--- config.mk ---
export PLATFORM = sky130hd
export DESIGN_NAME = fsm_moore_detector
export DESIGN_NICKNAME = d
export VERILOG_FILES = /design/src/rtl/fsm_moore_pkg.sv /design/src/rtl/fsm_moore_detector.sv
export SDC_FILE = /design/constraint.sdc
export NUM_CORES = 1
export LEC_CHECK = 0
export BUFFER_PORTS_ARGS = -buffer_cell sky130_fd_sc_hd__buf_4
export CORE_AREA = 2 2 39 41
export DETAILED_ROUTE_END_ITERATION = 8
export DIE_AREA = 0 0 41 43
export SLEW_MARGIN = 10
export SYNTH_ARGS = -nofsm -noshare
export SYNTH_HDL_FRONTEND = slang
export SYNTH_SLANG_ARGS = --single-unit
--- constraint.sdc ---
create_clock -name Clock -period 1.1 [get_ports Clock]
set_input_delay 0.22 -clock Clock [delete_from_list [all_inputs] [get_ports Clock]]
set_output_delay 0.22 -clock Clock [all_outputs]
set_load 0.05 [all_outputs]
--- src/rtl/fsm_moore_pkg.sv ---
// Shared definitions for the 1101 Moore pattern detector.
package fsm_moore_pkg;

  localparam int unsigned STATE_W = 3;

  // Codes 3'b101..3'b111 are unused and always recover to S0.
  typedef enum logic [STATE_W-1:0] {
    S0 = 3'b000,  // idle, no prefix seen
    S1 = 3'b001,  // seen "1"
    S2 = 3'b010,  // seen "11"
    S3 = 3'b011,  // seen "110"
    S4 = 3'b100   // seen "1101", detected
  } state_t;

endpackage

--- src/rtl/fsm_moore_detector.sv ---
// Moore FSM detecting overlapping occurrences of 1101 on a serial input.
// Y is decoded from the state register alone, one cycle after the final '1'.
module fsm_moore_detector
  import fsm_moore_pkg::*;
(
  input  logic Clock,
  input  logic Reset,
  input  logic Din,
  output logic Y
);

  state_t state;
  state_t w_next_state;

  // State register with asynchronous active-low clear.
  always_ff @(posedge Clock or negedge Reset) begin
    if (!Reset) begin
      state <= S0;
    end else begin
      state <= w_next_state;
    end
  end

  // Next-state logic; illegal codes fall back to S0.
  always_comb begin
    w_next_state = S0;
    case (state)
      S0: w_next_state = Din ? S1 : S0;
      S1: w_next_state = Din ? S2 : S0;
      S2: w_next_state = Din ? S2 : S3;
      S3: w_next_state = Din ? S4 : S0;
      // Trailing '1' of the pattern plus a new '1' re-enters "11".
      S4: w_next_state = Din ? S2 : S0;
      default: w_next_state = S0;
    endcase
  end

  // Output decode from state only.
  always_comb begin
    Y = (state == S4);
  end

endmodule

==> flow_metrics.env <==
export IMPL_crit_path_max_incr_delay_ns=0.41
export IMPL_syn2layout_area_growth_pct=86.3
export IMPL_placed_area_um2=208
export IMPL_hold_start="Din"
export IMPL_dieHeight_um=43
export IMPL_power_leakage_nw=0.122
export IMPL_ir_worst_vdd_mv=0.473
export IMPL_cts_max_path_buffers=2
export IMPL_hold_viol=0
export IMPL_overflow=0
export IMPL_r2r_start="state[0]"
export IMPL_setup_viol=2
export IMPL_maxSlewViolCount=0
export IMPL_finalNonFillerCells=39
export IMPL_largest_reg_flops=3
export IMPL_setup_tns_final_ns=-0.250
export IMPL_whs_endpoint="state[0]"
export IMPL_grt_usage_pct=6.54
export IMPL_grt_max_degree=6
export IMPL_top_regs="state x3"
export IMPL_p_sw_share_pct=30.9
export IMPL_synth_area_um2=146
export IMPL_wire_per_inst_um=11.0
export IMPL_r2r_cells=3
export IMPL_criticalPathCategory="register to output pin"
export IMPL_n_antenna_cell=0
export IMPL_drive_gt1_share_pct=65.2
export IMPL_rows=14
export IMPL_crit_chain="nor3b_4 > buf_6"
export IMPL_antenna_left=0
export IMPL_synth_nets=14
export IMPL_synth_mux_area_share_pct=0
export IMPL_endpoint_kind="output pin"
export IMPL_netlist_instances=11
export IMPL_avgSynthCellArea_um2=13.3
export IMPL_status="finished, violations left"
export IMPL_synth_top_family_by_area="simple AND/OR/NAND/NOR gates"
export IMPL_drc_errors=0
export IMPL_slowest_stage="dfrtp_2"
export IMPL_avgViaCountPerCell=3.64
export IMPL_wl_met3_um=38
export IMPL_preCtsSetupSlack_ns=-0.0404
export IMPL_ys_warn_count=0
export IMPL_insertion_delay_ns=0.24
export IMPL_die_w_um=41
export IMPL_p_clk_share_pct=31.4
export IMPL_io_pins=4
export IMPL_dieArea_um2=1760
export IMPL_min_period_ns=1.23
export IMPL_r2r_setup_slack_ns=-0.12
export IMPL_hold_class="input port to register"
export IMPL_top_register="state"
export IMPL_numCtsBuffers=3
export IMPL_place_inst=31
export IMPL_worst_pin_slew_ns=0.198
export IMPL_vias=142
export IMPL_tritoncts="done"
export IMPL_clk_pin_slew_ns=0.03
export IMPL_p_int_mw=0.433
export IMPL_wirelength_um=429
export IMPL_numPortBuffers=3
export IMPL_antenna_found_initial=0
export IMPL_htreeDepth=1
export IMPL_synthAdderAreaFrac_pct=0
export IMPL_power_density_nw_per_um2=2300
export IMPL_wl_met1_um=159
export IMPL_holdWs_ns=0.286
export IMPL_cap_viol_max_count=0
export IMPL_timing_final_crit_share_pct=112
export IMPL_dr_pass1_iters=2
export IMPL_synth_distinct_cells=8
export IMPL_finalInstanceArea_um2=273
export IMPL_required_ns=0.88
export IMPL_start_util_pct=10.6
export IMPL_grt_pass1_vias=184
export IMPL_cp_start_kind="register"
export IMPL_sequentialPowerShare_pct=30.2
export IMPL_finish_utilization_pct=19.7
export IMPL_total_power_mw=0.627
export IMPL_top_layer="met4"
export IMPL_yosys_area_share_simple_pct=42.7
export IMPL_hold_path_depth=3
export IMPL_ys_seq_elements=3
export IMPL_max_slew_margin_pct=86.7
export IMPL_worstPathArrival_ns=1.01
export IMPL_synth_xor_area_share_pct=5.98
export IMPL_startpoint="state[0]"
export IMPL_drtIter0Drc=6
export IMPL_grt_pass1_wl_um=696
export IMPL_cp_max_fo=2
export IMPL_clock_skew_ns=0.00505
export IMPL_yosysSeqAreaShare_pct=51.3
export IMPL_fmax_mhz=811
export IMPL_combPwrFrac_pct=38.4
export IMPL_worstReg2RegEnd="state[1]"
export IMPL_nNetsFinal=27
export IMPL_gp_congestion=0.651
export IMPL_power_switching_mw=0.194
export IMPL_synth_compound_area_share_pct=0
export IMPL_violations="setup timing"
export IMPL_root_buffer="clkbuf_4"
export IMPL_worst_slack_ns=-0.133
export IMPL_grt_setup_unrepaired="yes"
export IMPL_coreArea_um2=1380
export IMPL_clkSinkCount=3
export IMPL_met2_length_um=213
[what timing repair did]
action                                  CTS  global route
setup buffers                             3             0
pin swaps                                 1             1
resized for setup                         3             0
hold buffers                              1             0
endpoints found under the setup margin    2             2
gates cloned                              0             0
endpoints found under the hold margin     3             0
[worst max-delay path by stage]
stage	endpoint	slack [ns]	depth (start not counted)
3_3_place_gp	state[1]	0.02	2
6_report	Y	-0.13	2
4_1_cts	Y	-0.15	2
3_5_place_dp	state[1]	-0.04	2
2_1_floorplan	Y	-0.05	1
5_1_grt	Y	-0.16	2
[area by class of cell]
class / instances / area, µm²
repair buffers: 8 / 66.3
clock buffers: 4 / 26.3
flip-flops and latches: 3 / 77.6
well taps: 16 / 20.0
multi-input cells: 8 / 82.6
fillers: 148 / 1110
[synthesized netlist by cell type]
library cell	n	area [µm²]
or3_1	1	6.26
and4bb_1	1	12.5
nor3_1	1	5.00
xnor2_1	1	8.76
nor3b_1	2	15.0
dfrtp_1	3	75.1
and4b_2	1	11.3
and4bb_2	1	12.5
[cells by family after synthesis]
logic type,count (synthesis)
xor gates and xnor gates,1
DFF,3
and+or+nand+nor,7
[cells in the final DEF, fill, tap and decap left out]
| master | instances |
|---|---|
| clkbuf_4 | 3 |
| or3_1 | 1 |
| and4b_2 | 1 |
| clkbuf_1 | 1 |
| xnor2_1 | 1 |
| and4bb_1 | 1 |
| nor3b_1 | 1 |
| buf_4 | 6 |
| nor3b_4 | 1 |
| buf_6 | 1 |
| dlygate4sd3_1 | 1 |
| dfrtp_1 | 1 |
| and4bb_2 | 1 |
| dfrtp_2 | 2 |
| nor3_1 | 1 |
[critical path, delay by kind of cell, from the launching register on]
family,cells,cell delay [ns]
flip-flops,1,0.41
AND/OR/NAND/NOR,1,0.19
buffers and inverters,1,0.18
[layer usage]
layer / GRT usage [%] / up-vias
met4: 8.67 / 0
met1: 5.50 / 66
met2: 8.13 / 8
met3: 4.71 / 2
met5: 0 / -
li1: - / 66
[power by group through the flow]
| stage | clock network, mW | logic (mW) | registers (mW) |
|---|---|---|---|
| after floorplan | 0 | 0.0921 | 0.203 |
| after global placement | 0 | 0.134 | 0.204 |
| after detailed placement | 0 | 0.144 | 0.219 |
| after CTS | 0.203 | 0.239 | 0.191 |
| after global routing | 0.212 | 0.257 | 0.192 |
| final | 0.197 | 0.241 | 0.189 |
(Power assumes the default switching activity.)
